<file path="src/rtl/rob_multiport_if.sv">
// Dispatch, completion/forwarding and retire bundle for rob_multiport.
// The ROB uses the slave modport; the dispatch/execute/retire side uses master.
interface rob_multiport_if #(
    parameter int DEPTH  = 16,
    parameter int DISP_W = 2,
    parameter int CMPL_W = 3,
    parameter int RET_W  = 2,
    parameter int DATA_W = 32,
    parameter int PREG_W = 6,
    parameter int PC_W   = 32,
    parameter int IDX_W  = $clog2(DEPTH)
);
    logic [DISP_W-1:0]        disp_valid;
    logic [DISP_W*PC_W-1:0]   disp_pc;
    logic [DISP_W*PREG_W-1:0] disp_rd;
    logic [DISP_W*PREG_W-1:0] disp_rd_old;
    logic [DISP_W-1:0]        disp_regwrite;
    logic [DISP_W-1:0]        disp_memwrite;
    logic                     disp_ready;
    logic [DISP_W*IDX_W-1:0]  disp_idx;

    logic [CMPL_W-1:0]        cmpl_valid;
    logic [CMPL_W*IDX_W-1:0]  cmpl_idx;
    logic [CMPL_W*PREG_W-1:0] cmpl_rd;
    logic [CMPL_W*DATA_W-1:0] cmpl_result;
    logic [CMPL_W*DATA_W-1:0] cmpl_mem_data;
    logic [CMPL_W-1:0]        fwd_valid;
    logic [CMPL_W*PREG_W-1:0] fwd_reg;
    logic [CMPL_W*DATA_W-1:0] fwd_val;

    logic                     ret_ready;
    logic [RET_W-1:0]         ret_valid;
    logic [RET_W*PC_W-1:0]    ret_pc;
    logic [RET_W*PREG_W-1:0]  ret_rd;
    logic [RET_W*PREG_W-1:0]  ret_rd_old;
    logic [RET_W*DATA_W-1:0]  ret_result;
    logic [RET_W*DATA_W-1:0]  ret_mem_data;
    logic [RET_W-1:0]         ret_regwrite;
    logic [RET_W-1:0]         ret_memwrite;

    modport master (
        output disp_valid, disp_pc, disp_rd, disp_rd_old, disp_regwrite, disp_memwrite,
        input  disp_ready, disp_idx,
        output cmpl_valid, cmpl_idx, cmpl_rd, cmpl_result, cmpl_mem_data,
        input  fwd_valid, fwd_reg, fwd_val,
        output ret_ready,
        input  ret_valid, ret_pc, ret_rd, ret_rd_old, ret_result, ret_mem_data,
        input  ret_regwrite, ret_memwrite
    );

    modport slave (
        input  disp_valid, disp_pc, disp_rd, disp_rd_old, disp_regwrite, disp_memwrite,
        output disp_ready, disp_idx,
        input  cmpl_valid, cmpl_idx, cmpl_rd, cmpl_result, cmpl_mem_data,
        output fwd_valid, fwd_reg, fwd_val,
        input  ret_ready,
        output ret_valid, ret_pc, ret_rd, ret_rd_old, ret_result, ret_mem_data,
        output ret_regwrite, ret_memwrite
    );
endinterface

</file>
<file path="src/rtl/rob_multiport.sv">
// Reorder buffer: DISP_W-wide in-order allocate, CMPL_W completion/forward ports,
// up to RET_W-wide in-order retire with stall. Optional flush input under ROB_FLUSH_EN.
module rob_multiport #(
    parameter int DEPTH  = 16,
    parameter int DISP_W = 2,
    parameter int CMPL_W = 3,
    parameter int RET_W  = 2,
    parameter int DATA_W = 32,
    parameter int PREG_W = 6,
    parameter int PC_W   = 32,
    parameter int IDX_W  = $clog2(DEPTH)
) (
    input  logic           clk,
    input  logic           reset,
`ifdef ROB_FLUSH_EN
    input  logic           flush,
`endif
    rob_multiport_if.slave rob,
    output logic [IDX_W:0] count,
    output logic           full,
    output logic           empty
);
    localparam int CNT_W = IDX_W + 1;

    logic [IDX_W-1:0]  head_q, tail_q;
    logic [CNT_W-1:0]  count_q;
    logic              valid_q    [DEPTH];
    logic              complete_q [DEPTH];
    logic [PC_W-1:0]   pc_q       [DEPTH];
    logic [PREG_W-1:0] rd_q       [DEPTH];
    logic [PREG_W-1:0] rd_old_q   [DEPTH];
    logic              regwrite_q [DEPTH];
    logic              memwrite_q [DEPTH];
    logic [DATA_W-1:0] result_q   [DEPTH];
    logic [DATA_W-1:0] mem_data_q [DEPTH];

    logic [CNT_W-1:0]  n_disp, n_ret, n_acc, n_rm;
    logic [IDX_W-1:0]  ret_idx [RET_W];
    logic              run;
    logic              clear;

`ifdef ROB_FLUSH_EN
    assign clear = reset | flush;
`else
    assign clear = reset;
`endif

    assign count          = count_q;
    assign full           = (count_q == CNT_W'(DEPTH));
    assign empty          = (count_q == '0);
    assign rob.disp_ready = (count_q <= CNT_W'(DEPTH - DISP_W));
    assign n_acc          = rob.disp_ready ? n_disp : '0;
    assign n_rm           = rob.ret_ready ? n_ret : '0;

    // Valid lanes are packed onto consecutive slots starting at tail.
    always_comb begin
        n_disp       = '0;
        rob.disp_idx = '0;
        for (int unsigned i = 0; i < DISP_W; i++) begin
            rob.disp_idx[i*IDX_W +: IDX_W] = tail_q + n_disp[IDX_W-1:0];
            if (rob.disp_valid[i]) n_disp = n_disp + CNT_W'(1);
        end
    end

    always_comb begin
        n_ret = '0;
        run   = 1'b1;
        for (int unsigned j = 0; j < RET_W; j++) begin
            ret_idx[j] = head_q + IDX_W'(j);
            if (run && (CNT_W'(j) < count_q) && valid_q[ret_idx[j]] && complete_q[ret_idx[j]])
                n_ret = n_ret + CNT_W'(1);
            else
                run = 1'b0;
        end
    end

    always_comb begin
        rob.fwd_valid = rob.cmpl_valid;
        rob.fwd_reg   = '0;
        rob.fwd_val   = '0;
        for (int unsigned c = 0; c < CMPL_W; c++) begin
            if (rob.cmpl_valid[c]) begin
                rob.fwd_reg[c*PREG_W +: PREG_W] = rob.cmpl_rd[c*PREG_W +: PREG_W];
                rob.fwd_val[c*DATA_W +: DATA_W] = rob.cmpl_result[c*DATA_W +: DATA_W];
            end
        end
    end

    // Statement order matters: later completion ports overwrite earlier ones, and the
    // retire clear overrides a redundant completion to an entry leaving this cycle.
    always_ff @(posedge clk) begin
        if (clear) begin
            head_q  <= '0;
            tail_q  <= '0;
            count_q <= '0;
            for (int unsigned d = 0; d < DEPTH; d++) begin
                valid_q[d]    <= 1'b0;
                complete_q[d] <= 1'b0;
            end
        end else begin
            for (int unsigned c = 0; c < CMPL_W; c++) begin
                if (rob.cmpl_valid[c] && valid_q[rob.cmpl_idx[c*IDX_W +: IDX_W]]) begin
                    complete_q[rob.cmpl_idx[c*IDX_W +: IDX_W]] <= 1'b1;
                    result_q[rob.cmpl_idx[c*IDX_W +: IDX_W]]   <= rob.cmpl_result[c*DATA_W +: DATA_W];
                    mem_data_q[rob.cmpl_idx[c*IDX_W +: IDX_W]] <= rob.cmpl_mem_data[c*DATA_W +: DATA_W];
                end
            end
            for (int unsigned j = 0; j < RET_W; j++) begin
                if (CNT_W'(j) < n_rm) begin
                    valid_q[ret_idx[j]]    <= 1'b0;
                    complete_q[ret_idx[j]] <= 1'b0;
                end
            end
            if (rob.disp_ready) begin
                for (int unsigned i = 0; i < DISP_W; i++) begin
                    if (rob.disp_valid[i]) begin
                        valid_q[rob.disp_idx[i*IDX_W +: IDX_W]]    <= 1'b1;
                        complete_q[rob.disp_idx[i*IDX_W +: IDX_W]] <= 1'b0;
                        pc_q[rob.disp_idx[i*IDX_W +: IDX_W]]       <= rob.disp_pc[i*PC_W +: PC_W];
                        rd_q[rob.disp_idx[i*IDX_W +: IDX_W]]       <= rob.disp_rd[i*PREG_W +: PREG_W];
                        rd_old_q[rob.disp_idx[i*IDX_W +: IDX_W]]   <= rob.disp_rd_old[i*PREG_W +: PREG_W];
                        regwrite_q[rob.disp_idx[i*IDX_W +: IDX_W]] <= rob.disp_regwrite[i];
                        memwrite_q[rob.disp_idx[i*IDX_W +: IDX_W]] <= rob.disp_memwrite[i];
                    end
                end
            end
            head_q  <= head_q + n_rm[IDX_W-1:0];
            tail_q  <= tail_q + n_acc[IDX_W-1:0];
            count_q <= count_q + n_acc - n_rm;
        end
    end

    always_ff @(posedge clk) begin
        rob.ret_valid    <= '0;
        rob.ret_pc       <= '0;
        rob.ret_rd       <= '0;
        rob.ret_rd_old   <= '0;
        rob.ret_result   <= '0;
        rob.ret_mem_data <= '0;
        rob.ret_regwrite <= '0;
        rob.ret_memwrite <= '0;
        if (!clear) begin
            for (int unsigned j = 0; j < RET_W; j++) begin
                if (CNT_W'(j) < n_rm) begin
                    rob.ret_valid[j]                     <= 1'b1;
                    rob.ret_pc[j*PC_W +: PC_W]           <= pc_q[ret_idx[j]];
                    rob.ret_rd[j*PREG_W +: PREG_W]       <= rd_q[ret_idx[j]];
                    rob.ret_rd_old[j*PREG_W +: PREG_W]   <= rd_old_q[ret_idx[j]];
                    rob.ret_result[j*DATA_W +: DATA_W]   <= result_q[ret_idx[j]];
                    rob.ret_mem_data[j*DATA_W +: DATA_W] <= mem_data_q[ret_idx[j]];
                    rob.ret_regwrite[j]                  <= regwrite_q[ret_idx[j]];
                    rob.ret_memwrite[j]                  <= memwrite_q[ret_idx[j]];
                end
            end
        end
    end
endmodule

</file>
<file path="src/flat_wrapper.sv">
// flat-port wrapper written by rule: the top's interface ports become plain ports
module rob_multiport_flat 
#(
    parameter int DEPTH  = 16,
    parameter int DISP_W = 2,
    parameter int CMPL_W = 3,
    parameter int RET_W  = 2,
    parameter int DATA_W = 32,
    parameter int PREG_W = 6,
    parameter int PC_W   = 32,
    parameter int IDX_W  = $clog2(DEPTH)
)
  (clk, reset, count, full, empty, rob_disp_valid, rob_disp_pc, rob_disp_rd, rob_disp_rd_old, rob_disp_regwrite, rob_disp_memwrite, rob_disp_ready, rob_disp_idx, rob_cmpl_valid, rob_cmpl_idx, rob_cmpl_rd, rob_cmpl_result, rob_cmpl_mem_data, rob_fwd_valid, rob_fwd_reg, rob_fwd_val, rob_ret_ready, rob_ret_valid, rob_ret_pc, rob_ret_rd, rob_ret_rd_old, rob_ret_result, rob_ret_mem_data, rob_ret_regwrite, rob_ret_memwrite);
  rob_multiport_if #(.DEPTH(DEPTH), .DISP_W(DISP_W), .CMPL_W(CMPL_W), .RET_W(RET_W), .DATA_W(DATA_W), .PREG_W(PREG_W), .PC_W(PC_W), .IDX_W(IDX_W)) rob_i ();
  input  logic clk;
  input  logic reset;
  output logic [IDX_W:0] count;
  output logic full;
  output logic empty;
  input wire logic [$bits(rob_i.disp_valid)-1:0] rob_disp_valid;
  input wire logic [$bits(rob_i.disp_pc)-1:0] rob_disp_pc;
  input wire logic [$bits(rob_i.disp_rd)-1:0] rob_disp_rd;
  input wire logic [$bits(rob_i.disp_rd_old)-1:0] rob_disp_rd_old;
  input wire logic [$bits(rob_i.disp_regwrite)-1:0] rob_disp_regwrite;
  input wire logic [$bits(rob_i.disp_memwrite)-1:0] rob_disp_memwrite;
  output wire logic [$bits(rob_i.disp_ready)-1:0] rob_disp_ready;
  output wire logic [$bits(rob_i.disp_idx)-1:0] rob_disp_idx;
  input wire logic [$bits(rob_i.cmpl_valid)-1:0] rob_cmpl_valid;
  input wire logic [$bits(rob_i.cmpl_idx)-1:0] rob_cmpl_idx;
  input wire logic [$bits(rob_i.cmpl_rd)-1:0] rob_cmpl_rd;
  input wire logic [$bits(rob_i.cmpl_result)-1:0] rob_cmpl_result;
  input wire logic [$bits(rob_i.cmpl_mem_data)-1:0] rob_cmpl_mem_data;
  output wire logic [$bits(rob_i.fwd_valid)-1:0] rob_fwd_valid;
  output wire logic [$bits(rob_i.fwd_reg)-1:0] rob_fwd_reg;
  output wire logic [$bits(rob_i.fwd_val)-1:0] rob_fwd_val;
  input wire logic [$bits(rob_i.ret_ready)-1:0] rob_ret_ready;
  output wire logic [$bits(rob_i.ret_valid)-1:0] rob_ret_valid;
  output wire logic [$bits(rob_i.ret_pc)-1:0] rob_ret_pc;
  output wire logic [$bits(rob_i.ret_rd)-1:0] rob_ret_rd;
  output wire logic [$bits(rob_i.ret_rd_old)-1:0] rob_ret_rd_old;
  output wire logic [$bits(rob_i.ret_result)-1:0] rob_ret_result;
  output wire logic [$bits(rob_i.ret_mem_data)-1:0] rob_ret_mem_data;
  output wire logic [$bits(rob_i.ret_regwrite)-1:0] rob_ret_regwrite;
  output wire logic [$bits(rob_i.ret_memwrite)-1:0] rob_ret_memwrite;
  assign rob_i.disp_valid = rob_disp_valid;
  assign rob_i.disp_pc = rob_disp_pc;
  assign rob_i.disp_rd = rob_disp_rd;
  assign rob_i.disp_rd_old = rob_disp_rd_old;
  assign rob_i.disp_regwrite = rob_disp_regwrite;
  assign rob_i.disp_memwrite = rob_disp_memwrite;
  assign rob_disp_ready = rob_i.disp_ready;
  assign rob_disp_idx = rob_i.disp_idx;
  assign rob_i.cmpl_valid = rob_cmpl_valid;
  assign rob_i.cmpl_idx = rob_cmpl_idx;
  assign rob_i.cmpl_rd = rob_cmpl_rd;
  assign rob_i.cmpl_result = rob_cmpl_result;
  assign rob_i.cmpl_mem_data = rob_cmpl_mem_data;
  assign rob_fwd_valid = rob_i.fwd_valid;
  assign rob_fwd_reg = rob_i.fwd_reg;
  assign rob_fwd_val = rob_i.fwd_val;
  assign rob_i.ret_ready = rob_ret_ready;
  assign rob_ret_valid = rob_i.ret_valid;
  assign rob_ret_pc = rob_i.ret_pc;
  assign rob_ret_rd = rob_i.ret_rd;
  assign rob_ret_rd_old = rob_i.ret_rd_old;
  assign rob_ret_result = rob_i.ret_result;
  assign rob_ret_mem_data = rob_i.ret_mem_data;
  assign rob_ret_regwrite = rob_i.ret_regwrite;
  assign rob_ret_memwrite = rob_i.ret_memwrite;
  rob_multiport #(.DEPTH(DEPTH), .DISP_W(DISP_W), .CMPL_W(CMPL_W), .RET_W(RET_W), .DATA_W(DATA_W), .PREG_W(PREG_W), .PC_W(PC_W), .IDX_W(IDX_W)) u_core (.clk(clk), .reset(reset), .rob(rob_i), .count(count), .full(full), .empty(empty));
endmodule
</file>
<file path="config.mk">
export PLATFORM = sky130hd
export DESIGN_NAME = rob_multiport_flat
export DESIGN_NICKNAME = d
export VERILOG_FILES = /design/src/rtl/rob_multiport_if.sv /design/src/rtl/rob_multiport.sv /design/src/flat_wrapper.sv
export SDC_FILE = /design/constraint.sdc
export NUM_CORES = 2
export LEC_CHECK = 0
export BUFFER_PORTS_ARGS = -buffer_cell sky130_fd_sc_hd__buf_2
export CORE_ASPECT_RATIO = 1.25
export CORE_MARGIN = 5
export CORE_UTILIZATION = 36
export CTS_BUF_LIST = sky130_fd_sc_hd__clkbuf_4 sky130_fd_sc_hd__clkbuf_8
export DETAILED_ROUTE_END_ITERATION = 10
export PLACE_DENSITY = 0.55
export SLEW_MARGIN = 30
export SYNTH_ARGS = -nofsm -noshare
export SYNTH_HDL_FRONTEND = slang
export SYNTH_SLANG_ARGS = --single-unit
</file>
<file path="constraint.sdc">
create_clock -name clk -period 8.2 [get_ports clk]
set_clock_uncertainty 0.15 [all_clocks]
set_input_delay 0.41 -clock clk [delete_from_list [all_inputs] [get_ports clk]]
set_output_delay 0.41 -clock clk [all_outputs]
set_load 0.01 [all_outputs]
</file>
==> summary.md <==
| Metric | Value |
|---|---|
| Unrepaired setup endpoints after global routing | no |
| Final hold violations | 0 |
| Synthesis-to-finish area growth | 15.4% |
| Critical Path Sink Type | flop |
| Max Fclk | 0.184 GHz |
| Rel. slew slack | 23.6% |
| Vias in the first global route | 89.7k |
| Clock share of power | 41.8% |
| Pleak | 48.0 nW |
| Share of post-route cells with drive strength above 1 | 32.6% |
| Internal power | 0.0179 W |
| Largest net degree at the start of global routing | 143 |
| Total routed wirelength | 492,000 um |
| First-pass GRT wire length | 680,000 um |
| Max Cap Violations | 0 |
| VDD IR max | 0.000123 V |
| Status | finished clean |
| 1st-pass router iterations | 6 |
| Sw frac | 25.6% |
| EDFF count, synth | 1,760 |
| Row count | 238 |
| Num CTS Buffers | 361 |
| Crit path DAT | 6.17 ns |
| Peak fanout along the critical path | 51 |
| Net Switching | 0.00614 W |
| Worst reg-to-reg path cell count | 12 |
| Mapped Cells | 9,286 |
| Initial antenna violation count | 83 |
| Htree depth | 5 |
| Max Slew Vio Count | 0 |
| Nets | 10.1k |
| Post-DP HPWL | 268,000 um |
| Hold Crit Depth | 5 |
| Clock period minus worst slack | 5.43 ns |
| TritonCTS sink count | 2,027 |
| Total congestion overflow | 0 |
| Least-Margin Pin Slew | 1.15 ns |
| Routability congestion estimate | 0.832 |
| Post-DR wirelength/cell | 33.7 um |
| #FFs+latches synth | 2,027 |
| IO buf count | 676 |
| Design area | 140,000 um2 |
| Cell Area, Synth | 121,000 um2 |
| Max clock buf depth | 4 |
| Final core occ | 41.6% |
| CP Class | reg2reg |
| Post-synth top flop | edfxtp_1 |
| Pwr per Cell Area | 172 nW/um2 |
| TritonCTS clock tree | built |
| # DRC | 0 |
| Syn Nets | 9,635 |
| GR Util All Layers | 27.1% |
| Register clock-pin slew on the reported worst setup and hold paths | 0.06 ns |
| DP Area | 127,000 um2 |
| FFs w/ async S/R, synth | 0% |
| Worst Path Required | 8.94 ns |
| Final antenna-violating net count | 0 |
| Height of the die | 659 um |
| Post-synth cell types | 72 |
| CORE AREA | 336,000 um2 |
| Syn. warnings | 0 |
| Die X | 529 um |
| Period utilisation layout | 66.2% |
| Hold Crit Class | in2reg |
| Sequential power share | 48.2% |
| Io pins | 677 |
| Combinational cell fraction of total power | 10.0% |
| Setup TNS | 0 ns |
| Worst-Skew Late Latency | 1.04 ns |
| Setup violations, final | 0 |
| Setup bufs post-CTS | 0 |
| Via count | 90.2k |
| Initial core utilization | 36.1% |
| Initial DRC Count | 10.8k |
| Sequential area share after synthesis | 48.0% |
| Die ar. | 348,000 um2 |
| CTS root buf | clkbuf_8 |
| Mapped Avg Cell Area | 13.0 um2 |
| Vias per cell | 6.19 |
| Type of origin of the critical path | flop |
==> power by group through the flow <==
stage          Clock [W]  Combinational [W]  Sequential [W]
6_report          0.0100            0.00240          0.0116
3_5_place_dp           0            0.00217          0.0118
3_3_place_gp           0            0.00212          0.0118
4_1_cts           0.0102            0.00238          0.0116
2_1_floorplan          0            0.00141          0.0118
5_1_grt           0.0106            0.00255          0.0116
==> what timing repair did <==
action | CTS | global route
hold buffers | 466 | 0
gates resized for setup | 0 | 0
endpoints found under the hold margin | 1780 | 0
==> placed cells by master (no fill, tap or decap), drive strengths merged, types with 5 or more instances in the layout <==
master       count
edfxtp        1760
mux4           998
mux2i          942
nand2          895
buf            860
mux2           737
nor2           600
clkbuf         534
dlygate4sd3    466
o21ai          462
a21oi          405
dfxtp          267
and2           231
a211oi         224
a31oi          193
nor2b          124
clkinv          96
diode           49
inv             43
nand3           37
ha              23
and3            17
a32o            16
o21bai          16
nor3            15
bufinv           8
xnor2            7
o2111ai          7
and4b            6
o211ai           6
a2111oi          6
nor4bb           5
a311o            5
clkinvlp         5
and4bb           5
==> area by class of cell <==
type	count	area, um2
Sequential cell	2027	58200
Multi-Input combinational cell	6040	58300
Clock inverter	122	861
Antenna cell	49	123
Fill cell	30791	196000
Inverter	30	125
Clock buffer	534	6560
Tap cell	4440	5560
Timing Repair Buffer	1326	10000
==> routing by layer <==
layer / routed length [um] / GRT usage [%]
met3: 48200 / 5.93
met1: 181000 / 33.6
met4: 27000 / 13.0
met2: 235000 / 45.0
met5: 181 / 0
==> synth_stat cells, types with 7 or more instances <==
master,count,area share [%]
o21ai_1,12,0.050
xnor2_1,7,0.051
and2_1,231,1.2
buf_4,76,0.47
dfxtp_1,267,4.4
o2111ai_1,7,0.051
mux2_2,634,5.9
nor3_1,15,0.062
mux4_2,998,19
mux2_1,14,0.13
nor2_1,599,1.9
buf_6,22,0.20
o21ai_0,450,1.9
nand3_1,36,0.15
buf_1,104,0.32
a211oi_1,224,1.4
inv_1,28,0.087
and3_1,17,0.088
ha_1,23,0.24
nand2_1,893,2.8
nor2b_1,124,0.64
mux2_4,89,1.1
clkbuf_2,14,0.058
o21bai_1,16,0.099
clkbuf_1,698,2.2
a32o_1,16,0.13
a21oi_1,405,1.7
edfxtp_1,1760,44
mux2i_1,942,7.8
a31oi_1,193,1.0
buf_2,275,1.1
==> sequential cells by signal, indices dropped and copies added (netlist names) <==
register / flops
u_core.mem_data_q: 512
u_core.pc_q: 512
u_core.result_q: 512
u_core.rd_old_q: 96
u_core.rd_q: 96
u_core.rob.ret_mem_data: 64
u_core.rob.ret_pc: 64
u_core.rob.ret_result: 64
u_core.complete_q: 16
u_core.memwrite_q: 16
u_core.regwrite_q: 16
u_core.valid_q: 16
u_core.rob.ret_rd: 12
u_core.rob.ret_rd_old: 12
u_core.count: 5
u_core.head_q: 4
u_core.tail_q: 4
u_core.rob.ret_memwrite: 2
u_core.rob.ret_regwrite: 2
u_core.rob.ret_valid: 2
==> final timing paths <==
| path | startpoint | end | slack [ns] |
|---|---|---|---|
| min reg2reg | u_core.complete_q[13] | u_core.complete_q[13] | 0.39 |
| max | u_core.head_q[1] | u_core.rob.ret_result[19] | 2.77 |
| min | rob_cmpl_idx[1] | u_core.complete_q[9] | 0.13 |
| max reg2reg | u_core.head_q[1] | u_core.rob.ret_result[19] | 2.77 |
==> cells by family after synthesis <==
family,Yosys count,synth area share [%]
compound gates,1362,6.58
flops,2027,48.0
simple gates,1964,7.10
buf+inv,1219,4.45
mux,2677,33.5
fa+ha+maj,27,0.304
xor+xnor,10,0.0723
==> metrics by stage <==
step	hold WS [ns]	total power, W	instances	setup WS [ns]
final	0.133	0.0240	14568	2.77
after global routing	0.101	0.0248	14533	2.56
after CTS	0.0453	0.0241	14511	2.44
after detailed placement	0.378	0.0140	13389	2.48
after global placement	0.378	0.0139	13382	2.42
after floorplan	0.321	0.0132	9286	2.21
==> critical path: stages (launching register included) <==
cell and delay (ns):
dfxtp_4 0.63, inv_1 0.32, ha_4 1.00, nand3_1 0.17, o211ai_1 0.14, o21ai_0 0.12, a221oi_1 0.34, and3_1 0.20
ha_1 0.16, o211ai_1 0.30, inv_6 0.73, buf_4 0.77, and2_1 0.23
(Power assumes the default switching activity.)
